==> config.mk <==
export PLATFORM = sky130hd
export DESIGN_NAME = relay_sequencer_flat
export DESIGN_NICKNAME = d
export VERILOG_FILES = /design/src/rtl/relay_pkg.sv /design/src/rtl/relay_if.sv /design/src/rtl/settle_timer.sv /design/src/rtl/relay_sequencer.sv /design/src/flat_wrapper.sv
export SDC_FILE = /design/constraint.sdc
export NUM_CORES = 1
export LEC_CHECK = 0
export CORE_MARGIN = 3
export CORE_UTILIZATION = 40
export DETAILED_ROUTE_END_ITERATION = 8
export GPL_TIMING_DRIVEN = 0
export PLACE_DENSITY = 0.63
export SKIP_CTS_REPAIR_TIMING = 1
export SYNTH_ARGS = -nofsm -noshare
export SYNTH_HDL_FRONTEND = slang
export SYNTH_HIERARCHICAL = 1
export SYNTH_SLANG_ARGS = --single-unit
==> constraint.sdc <==
create_clock -name clk -period 2.1 [get_ports clk]
set_input_delay 0.42 -clock clk [delete_from_list [all_inputs] [get_ports clk]]
set_output_delay 0.42 -clock clk [all_outputs]
set_load 0.05 [all_outputs]
==> src/rtl/relay_pkg.sv <==
// Shared types and defaults for the relay sequencer.
// Holds the FSM state encoding and parameter defaults.
package relay_pkg;

    localparam int N_RELAY_DEF    = 4;
    localparam int SETTLE_CYC_DEF = 16;
    localparam int CNT_W          = 8;

    typedef enum logic [2:0] {
        S_IDLE,
        S_DRIVE,
        S_SETTLE,
        S_CHECK,
        S_FAULT
    } state_t;

endpackage

==> src/rtl/relay_if.sv <==
// Command handshake between a requester and the relay sequencer.
// The requester drives the master side, the sequencer is the slave.
interface relay_if #(
    parameter int IDX_W = 2
);

    logic             req_valid;
    logic             req_ready;
    logic [IDX_W-1:0] req_idx;
    logic             req_on;

    modport master (
        output req_valid,
        output req_idx,
        output req_on,
        input  req_ready
    );

    modport slave (
        input  req_valid,
        input  req_idx,
        input  req_on,
        output req_ready
    );

endinterface

==> src/rtl/settle_timer.sv <==
// Down-counter timing contact settle after a coil change.
// Loads a start value, counts down to zero and then holds.
module settle_timer
    import relay_pkg::*;
#(
    parameter int W = CNT_W
) (
    input  logic         clk,
    input  logic         rst_n,
    input  logic         load,
    input  logic [W-1:0] load_val,
    input  logic         dec,
    output logic         zero
);

    logic [W-1:0] count;

    assign zero = (count == '0);

    // Load takes priority; decrement stops at zero.
    always_ff @(posedge clk or negedge rst_n) begin
        if (!rst_n) begin
            count <= '0;
        end else if (load) begin
            count <= load_val;
        end else if (dec && !zero) begin
            count <= count - 1'b1;
        end
    end

endmodule

==> src/rtl/relay_sequencer.sv <==
// Relay sequencer: switches one relay coil at a time, waits for
// contacts to settle, verifies feedback and latches a fault.
module relay_sequencer
    import relay_pkg::*;
#(
    parameter int N_RELAY    = N_RELAY_DEF,
    parameter int SETTLE_CYC = SETTLE_CYC_DEF,
    parameter int IDX_W      = $clog2(N_RELAY)
) (
    input  logic               clk,
    input  logic               rst_n,
    relay_if.slave             req,
    input  logic [N_RELAY-1:0] sense,
    output logic [N_RELAY-1:0] coil,
    output logic               busy,
    output logic               done,
    output logic               fault,
    output logic [IDX_W-1:0]   fault_idx,
    input  logic               clr_fault
);

    state_t             state, state_d;
    logic [IDX_W-1:0]   idx_q, idx_d;
    logic               on_q, on_d;
    logic [N_RELAY-1:0] coil_d;
    logic               done_d;
    logic               fault_d;
    logic [IDX_W-1:0]   fidx_d;
    logic               t_load, t_dec, t_zero;
    logic               idx_ok;

    assign idx_ok        = int'(idx_q) < N_RELAY;
    assign busy          = (state != S_IDLE);
    assign req.req_ready = (state == S_IDLE);

    settle_timer #(.W(CNT_W)) u_timer (
        .clk      (clk),
        .rst_n    (rst_n),
        .load     (t_load),
        .load_val (CNT_W'(SETTLE_CYC - 1)),
        .dec      (t_dec),
        .zero     (t_zero)
    );

    // State and datapath registers; reset releases every coil.
    always_ff @(posedge clk or negedge rst_n) begin
        if (!rst_n) begin
            state     <= S_IDLE;
            idx_q     <= '0;
            on_q      <= 1'b0;
            coil      <= '0;
            done      <= 1'b0;
            fault     <= 1'b0;
            fault_idx <= '0;
        end else begin
            state     <= state_d;
            idx_q     <= idx_d;
            on_q      <= on_d;
            coil      <= coil_d;
            done      <= done_d;
            fault     <= fault_d;
            fault_idx <= fidx_d;
        end
    end

    // Next-state and next-output decode for the one command in flight.
    always_comb begin
        state_d = state;
        idx_d   = idx_q;
        on_d    = on_q;
        coil_d  = coil;
        done_d  = 1'b0;
        fault_d = fault;
        fidx_d  = fault_idx;
        t_load  = 1'b0;
        t_dec   = 1'b0;
        unique case (state)
            S_IDLE: begin
                if (req.req_valid) begin
                    idx_d   = req.req_idx;
                    on_d    = req.req_on;
                    state_d = S_DRIVE;
                end
            end
            S_DRIVE: begin
                if (!idx_ok) begin
                    state_d = S_IDLE;
                end else if (coil[idx_q] == on_q) begin
                    done_d  = 1'b1;
                    state_d = S_IDLE;
                end else begin
                    coil_d[idx_q] = on_q;
                    t_load        = 1'b1;
                    state_d       = S_SETTLE;
                end
            end
            S_SETTLE: begin
                if (t_zero) begin
                    state_d = S_CHECK;
                end else begin
                    t_dec = 1'b1;
                end
            end
            S_CHECK: begin
                if (sense[idx_q] == on_q) begin
                    done_d  = 1'b1;
                    state_d = S_IDLE;
                end else begin
                    fault_d       = 1'b1;
                    fidx_d        = idx_q;
                    coil_d[idx_q] = 1'b0;
                    state_d       = S_FAULT;
                end
            end
            S_FAULT: begin
                if (clr_fault) begin
                    fault_d = 1'b0;
                    fidx_d  = '0;
                    state_d = S_IDLE;
                end
            end
            default: state_d = S_IDLE;
        endcase
    end

endmodule

==> src/flat_wrapper.sv <==
// flat-port wrapper written by rule: the top's interface ports become plain ports
module relay_sequencer_flat import relay_pkg::*;
#(
    parameter int N_RELAY    = N_RELAY_DEF,
    parameter int SETTLE_CYC = SETTLE_CYC_DEF,
    parameter int IDX_W      = $clog2(N_RELAY)
)
  (clk, rst_n, sense, coil, busy, done, fault, fault_idx, clr_fault, req_req_valid, req_req_idx, req_req_on, req_req_ready);
  relay_if #(.IDX_W(IDX_W)) req_i ();
  input  logic clk;
  input  logic rst_n;
  input  logic [N_RELAY-1:0] sense;
  output logic [N_RELAY-1:0] coil;
  output logic busy;
  output logic done;
  output logic fault;
  output logic [IDX_W-1:0] fault_idx;
  input  logic clr_fault;
  input wire logic [$bits(req_i.req_valid)-1:0] req_req_valid;
  input wire logic [$bits(req_i.req_idx)-1:0] req_req_idx;
  input wire logic [$bits(req_i.req_on)-1:0] req_req_on;
  output wire logic [$bits(req_i.req_ready)-1:0] req_req_ready;
  assign req_i.req_valid = req_req_valid;
  assign req_i.req_idx = req_req_idx;
  assign req_i.req_on = req_req_on;
  assign req_req_ready = req_i.req_ready;
  relay_sequencer #(.N_RELAY(N_RELAY), .SETTLE_CYC(SETTLE_CYC), .IDX_W(IDX_W)) u_core (.clk(clk), .rst_n(rst_n), .req(req_i), .sense(sense), .coil(coil), .busy(busy), .done(done), .fault(fault), .fault_idx(fault_idx), .clr_fault(clr_fault));
endmodule
Word-level counts from Yosys, hierarchy flattened
Cells that the tools add are included.
{ "classes": {"n_addsub": 1, "magnitude_cmp": 2, "eq_ne": 11, "n_mux": 31, "n_bitwise": 2, "reduce_logical": 13} }
{ "ops": {"columns": ["op", "count"], "rows": [
  ["$mux W8", 2],
  ["$pmux W3 S5", 1],
  ["$mux W3", 4],
  ["$mux W1", 11],
  ["$ne A2 B2 Y1 const B", 5],
  ["$reduce_and A3 Y1", 3],
  ["$logic_not A8 Y1", 1],
  ["$mux W4", 2],
  ["$pmux W4 S2", 1],
  ["$sub A8 B1 Y8 const B", 1],
  ["$eq A3 B2 Y1 const B", 2],
  ["$mux W2", 3],
  ["$reduce_bool A2 Y1", 3],
  ["$and A4 B4 Y4", 1],
  ["$bmux W1 S2", 2],
  ["$bwmux W4", 1],
  ["$not A4 Y4", 1],
  ["$pmux W1 S2", 2],
  ["$pmux W2 S2", 1],
  ["$eq A3 B1 Y1 const B", 1],
  ["$eq A3 B3 Y1 const B", 1],
  ["$logic_not A3 Y1", 1],
  ["$lt A2 B3 Y1 const B", 1],
  ["$reduce_bool A3 Y1", 1],
  ["6 further kinds", 8]
]} }
{ "totals": {"ff_bits": 22, "out_inout_bits": 10} }

Logic depth before layout (Yosys ltp)
Gate-level depths: netlist (run 1).
{ "logic_depth": {"ltp_word": 8, "depth_mapped": 8, "depth_no_buf": 8} }

Modules after synthesis
Netlist (run 1), hierarchy kept.
{ "modules_own_cells": {"columns": ["mod", "instances", "cells_per_inst", "area_each_um2", "seq_area_each_um2"], "rows": [
  ["relay_sequencer", 1, 78, 814.5, 350.3],
  ["settle_timer", 1, 58, 528.0, 200.2]
]} }

Least setup slack after synthesis (run 1)
OpenSTA, ideal clock, no wires.
{ "synth_timing": {"path_kind": "register -> register", "from": "register u_core.coil[3]", "to": "register u_core.u_timer.count[7]", "setup_time_ns": 0.126, "arrival_time_ns": 2.366, "setup_slack_ns": -0.392, "path_stages_with_launch": 7, "cell_sequence": "dfrtp_1 > mux4_2 > xnor2_1 > nor3_1 > clkinv_1 > o311a_1 > a221o_1"} }
{ "synth_via": {"elab_chain_len": 6} }
{ "synth_lines": {"columns": ["item", "line", "source"], "rows": [
  ["start: declaration", "relay_sequencer.sv:14", "output logic [N_RELAY-1:0] coil,"],
  ["start signal: assignment", "relay_sequencer.sv:59", "coil <= coil_d;"],
  ["$bmux W1 S2 (*)", "relay_sequencer.sv:88", "end else if (coil[idx_q] == on_q) begin"],
  ["$mux W1 (not written as such) (*)", "relay_sequencer.sv:88", null],
  ["$eq A1 B1 Y1 (*)", "relay_sequencer.sv:88", null],
  ["$mux W1 (*)", "relay_sequencer.sv:88", null],
  ["$mux W1 (*)", "relay_sequencer.sv:77", "unique case (state)"],
  ["net u_core.t_load", "relay_sequencer.sv:29", "logic t_load, t_dec, t_zero;"],
  ["$mux W8 or $reduce_bool A2 Y1 (tied branches)", null, null],
  ["end signal: assignment", "settle_timer.sv:25", "count <= load_val;"],
  ["end signal: assignment", "settle_timer.sv:27", "count <= count - 1'b1;"],
  ["end: declaration", "settle_timer.sv:16", "logic [W-1:0] count;"]
]} }
The timed path passes the listed nets; every way through them passes the cells marked *. The select of a mux whose other input is x is not followed.
A chain may end at the register's enable or synchronous reset.

Final worst setup path (run 1)
{ "layout_timing": {"from": "register u_core.u_timer.count[1]", "to": "register u_core.u_timer.count[7]"} }
{ "layout_via": {"elab_chain_len": 5} }
{ "layout_lines": {"columns": ["item", "line", "source"], "rows": [
  ["$logic_not A8 Y1", "settle_timer.sv:18", "assign zero = (count == '0);"],
  ["net u_core.t_zero", "relay_sequencer.sv:29", null],
  ["$mux W1", "relay_sequencer.sv:98", "if (t_zero) begin"],
  ["$mux W1", "relay_sequencer.sv:77", null],
  ["net u_core.t_dec", "relay_sequencer.sv:29", null],
  ["$logic_and A1 B1 Y1", "settle_timer.sv:26", "end else if (dec && !zero) begin"],
  ["$reduce_bool A2 Y1 (no source line)", null, null]
]} }
The timed path passes the listed nets, and every way through them passes these cells. The select of a mux whose other input is x is not followed.

==> flow_summary_export.csv, run 1 <==
group,metric,value,unit
placement,dpl-instance-area,1650,sq um
setup_path,rr_endpoint,"u_core/u_timer/count[7]$_DFFE_PN0P_",
drt,first_pass_iters,4,
sta,worst_slack,-0.0871,ns
synthesis,synthArstFlopShare,100,%
flow_run,cap_violations,0,
setup_path,crit_path_max_fanout,6,
power,p_per_area,1700,nW/um^2
power,p_leak,0.766,nW
placement,io_buffers,20,
die,design.core.area,3130,sq um
drt,vias,1157,
synthesis,yosysSeqAreaShare,41.0,%
synthesis,synthDistinctLibCells,48,
cells_and_area,n_antenna_cell,0,
setup_path,r2r_slack,-0.09,ns
setup_path,cp.required,2.33,ns
setup_path,startpoint,"u_core/u_timer/count[1]$_DFFE_PN0P_",
cells_and_area,nFillCells,282,
sta,max-slew-margin-rel,32.7,%
synthesis,synth_warnings,6,
sta,timing.final.crit_share,104,%
clock_tree,htreeDepth,1,
placement,dp_cells,206,
clock_tree,clk_latency,0.33,ns
cells_and_area,drive_above_1_share,28.2,%
cells_and_area,final_util,59.1,%
global_routing,grt_max_degree,23,
min_path,hold_class,"flop to flop",
clock_tree,cts_sinks,22,
drt,drt-initial-drc-count,48,
setup_path,end_kind,"flop",
die,dieArea,4090,sq um
sta,skew,0.0251,ns
cells_and_area,syn2layout_area_growth,37.7,%
min_path,whs_endpoint,"u_core/fault$_DFFE_PN0P_",
die,rows,20,
setup_path,cpPeakStageDelay,0.43,ns
setup_path,path_buf_inv,1,
global_routing,grt_util_all_layers,16.3,%
sta,rsz0062_at_grt,"true",
power,combPwrFrac,63.5,%
power,seqPwrFrac,25.9,%
min_path,holdPathStages,2,
sta,holdWs,0.496,ns
setup_path,worst-endpoint-arrival,2.42,ns
sta,period_minus_slack,2.19,ns
sta,max_freq,457,MHz
sta,drv_slew,0,
setup_path,cpMaxStageDelayCell,"or3b_4",
setup_path,reg2reg_depth,8,
setup_path,path_class,"flop to flop",
die,fp.dieW,63.9,microns
global_routing,grt_pass1_vias,1175,
die,io_pins,21,
clock_tree,clk_path_buf_depth,2,
sta,hold_viol,0,
cells_and_area,finalInstanceArea,1850,sq um
sta,setup-violations-final,5,
die,initial_core_util,42.9,%
run_status,violations,"negative setup slack",
global_routing,grt_pass1_wl,5230,microns
synthesis,ys.flop_type,"dfrtp_1",
clock_tree,clk_pin_slew,0.15,ns
synthesis,netlist_instances,136,
drt,wire_per_inst,13.8,microns
placement,place_hpwl,2170,microns
cells_and_area,final_cell_mix,"18 x clkdlybuf4s50_1, 17 x dfrtp_1, 10 x nand2_1, 9 x buf_4",
die,die_h,63.9,microns
synthesis,syn_area_per_cell,9.87,sq um
setup_path,timing.rr.start,"u_core/u_timer/count[1]$_DFFE_PN0P_",
run_status,status,"finished, violations left",
clock_tree,cts_buffers,3,
power,p_clk_share,10.6,%
global_routing,grt.overflow.total,0,
sta,tightest_slew,1.01,ns
clock_tree,cts-root-buf,"clkbuf_4",
setup_path,worstPathCellList,"inv_2 -> ha_4 -> or3b_4 -> nor2_4 -> nor2_4 -> or3b_4 -> o311a_1 -> a221o_1",
setup_path,critPathLaunchType,"flop",
drt,vias_per_cell,5.24,
synthesis,synth-edff-count,0,
drt,drtAntennaViolNets,0,
cells_and_area,final_nets,191,
synthesis,synth_top_cell_by_area,"dfrtp_1",
placement,gp_congestion,0.826,
synthesis,yosysTopAreaCellShare,41.0,%
power,switchingPower,0.00144,W
drt,drc,0,
cells_and_area,final_common_cell,"clkdlybuf4s50_1",
global_routing,grt_antenna_before_repair,0,
sta,setup_tns,-0.169,ns
min_path,min_from,"u_core/fault$_DFFE_PN0P_",
setup_path,cp_top_family,"simple AND/OR/NAND/NOR gates",
synthesis,ys_ff_latch,22,
power,intPower,0.00169,W
power,ir_drop,0.000921,V
cells_and_area,fin_cells,221,
drt,routed_wl,3040,microns
synthesis,netlist_area,1340,sq um
synthesis,ys_top_cells_by_area,"dfrtp_1 41%, mux2i_1 4.5%, nor2_1 3.4%",
power,swShare,46.0,%
clock_tree,cts_tree,"done",
-- power by group through the flow --
stage	sequential (W)	clock, W	combinational, W
floorplan	0.00103	0	0.00111
global placement	0.000820	0	0.00172
detailed placement	0.000827	0	0.00176
CTS	0.000816	0.000341	0.00176
global route	0.000849	0.000362	0.00218
finish	0.000814	0.000333	0.00199
-- cell families after synthesis --
kind of cell | count (synthesis) | share of synthesized area (%)
adder cells (fa/ha/maj) | 2 | 1.86
buffers and inverters | 12 | 5.31
flip-flops | 22 | 41.0
multiplexers | 10 | 9.79
AND/OR/NAND/NOR | 54 | 22.5
other | 2 | 0.559
AO/OA/AOI/OAI | 31 | 17.1
XOR/XNOR | 3 | 1.96
-- per-stage QoR --
step / setup WS (ns) / total power [W]
6_report: -0.0871 / 0.00314
5_1_grt: -0.184 / 0.00339
4_1_cts: -0.501 / 0.00292
3_5_place_dp: -0.228 / 0.00258
3_3_place_gp: -0.166 / 0.00254
2_1_floorplan: 0.00135 / 0.00214
-- worst max path at each step --
stage,end,cells past startpoint
6_report,u_core/u_timer/count[7]$_DFFE_PN0P_,8
3_3_place_gp,u_core/u_timer/count[7]$_DFFE_PN0P_,6
2_1_floorplan,u_core/u_timer/count[7]$_DFFE_PN0P_,8
4_1_cts,req_req_ready,4
3_5_place_dp,u_core/u_timer/count[7]$_DFFE_PN0P_,6
5_1_grt,u_core/u_timer/count[7]$_DFFE_PN0P_,8
-- flip-flops by register name, indices dropped and copies added (netlist names) --
name	count
u_core/on_q	1
u_core/coil	4
u_core/idx_q	2
u_core/state	3
u_core/fault_idx	2
u_core/u_timer/count	8
u_core/done	1
u_core/fault	1
-- synth_stat cells, drive strengths merged, types with 3 or more instances --
cell    number
dfrtp       22
nor2        12
nand2       10
a21oi        6
mux2i        6
inv          5
nor3         5
o21ai        5
a31oi        4
nand3        4
nor2b        4
a41oi        3
buf          3
clkbuf       3
nor3b        3
or4          3
-- layer usage --
| layer | vias up | global-route usage, % | wire, microns |
|---|---|---|---|
| met4 | 0 | 5.93 | 37 |
| met3 | 6 | 4.04 | 104 |
| met1 | 543 | 19.5 | 1350 |
| li1 | 585 | - | - |
| met5 | - | 0 | 0 |
| met2 | 23 | 28.1 | 1550 |
-- worst register-to-register path: cells and delay by family (launching register included) --
family	cells	cell delay, ns
and+or+nand+nor	4	0.86
AOI/OAI and AO/OA	2	0.61
DFF	1	0.41
adders and majority gates	1	0.16
buffers and inverters	1	0.07
-- layout make-up --
class                   instances  area [sq um]  area share, %
well taps                      44          55.1           2.98
inverters                       6          25.0           1.35
repair buffers                 31           283           15.3
plain buffers                   6          56.3           3.05
flip-flops and latches         22           557           30.1
clock inverters                 1          30.0           1.62
clock buffers                   3          22.5           1.22
multi-input cells             108           820           44.3
Power figures use the tool's default switching activity.
==> run 2: changes to the inputs <==
--- a/config.mk
+++ b/config.mk
@@ -11,7 +11,9 @@
 export GPL_TIMING_DRIVEN = 0
 export PLACE_DENSITY = 0.63
 export SKIP_CTS_REPAIR_TIMING = 1
+export SLEW_MARGIN = 0
 export SYNTH_ARGS = -nofsm -noshare
 export SYNTH_HDL_FRONTEND = slang
 export SYNTH_HIERARCHICAL = 1
 export SYNTH_SLANG_ARGS = --single-unit
+export TNS_END_PERCENT = 100
==> results of run 2 <==
No change in the layout: final DEF, timing and power equal those of run 1.
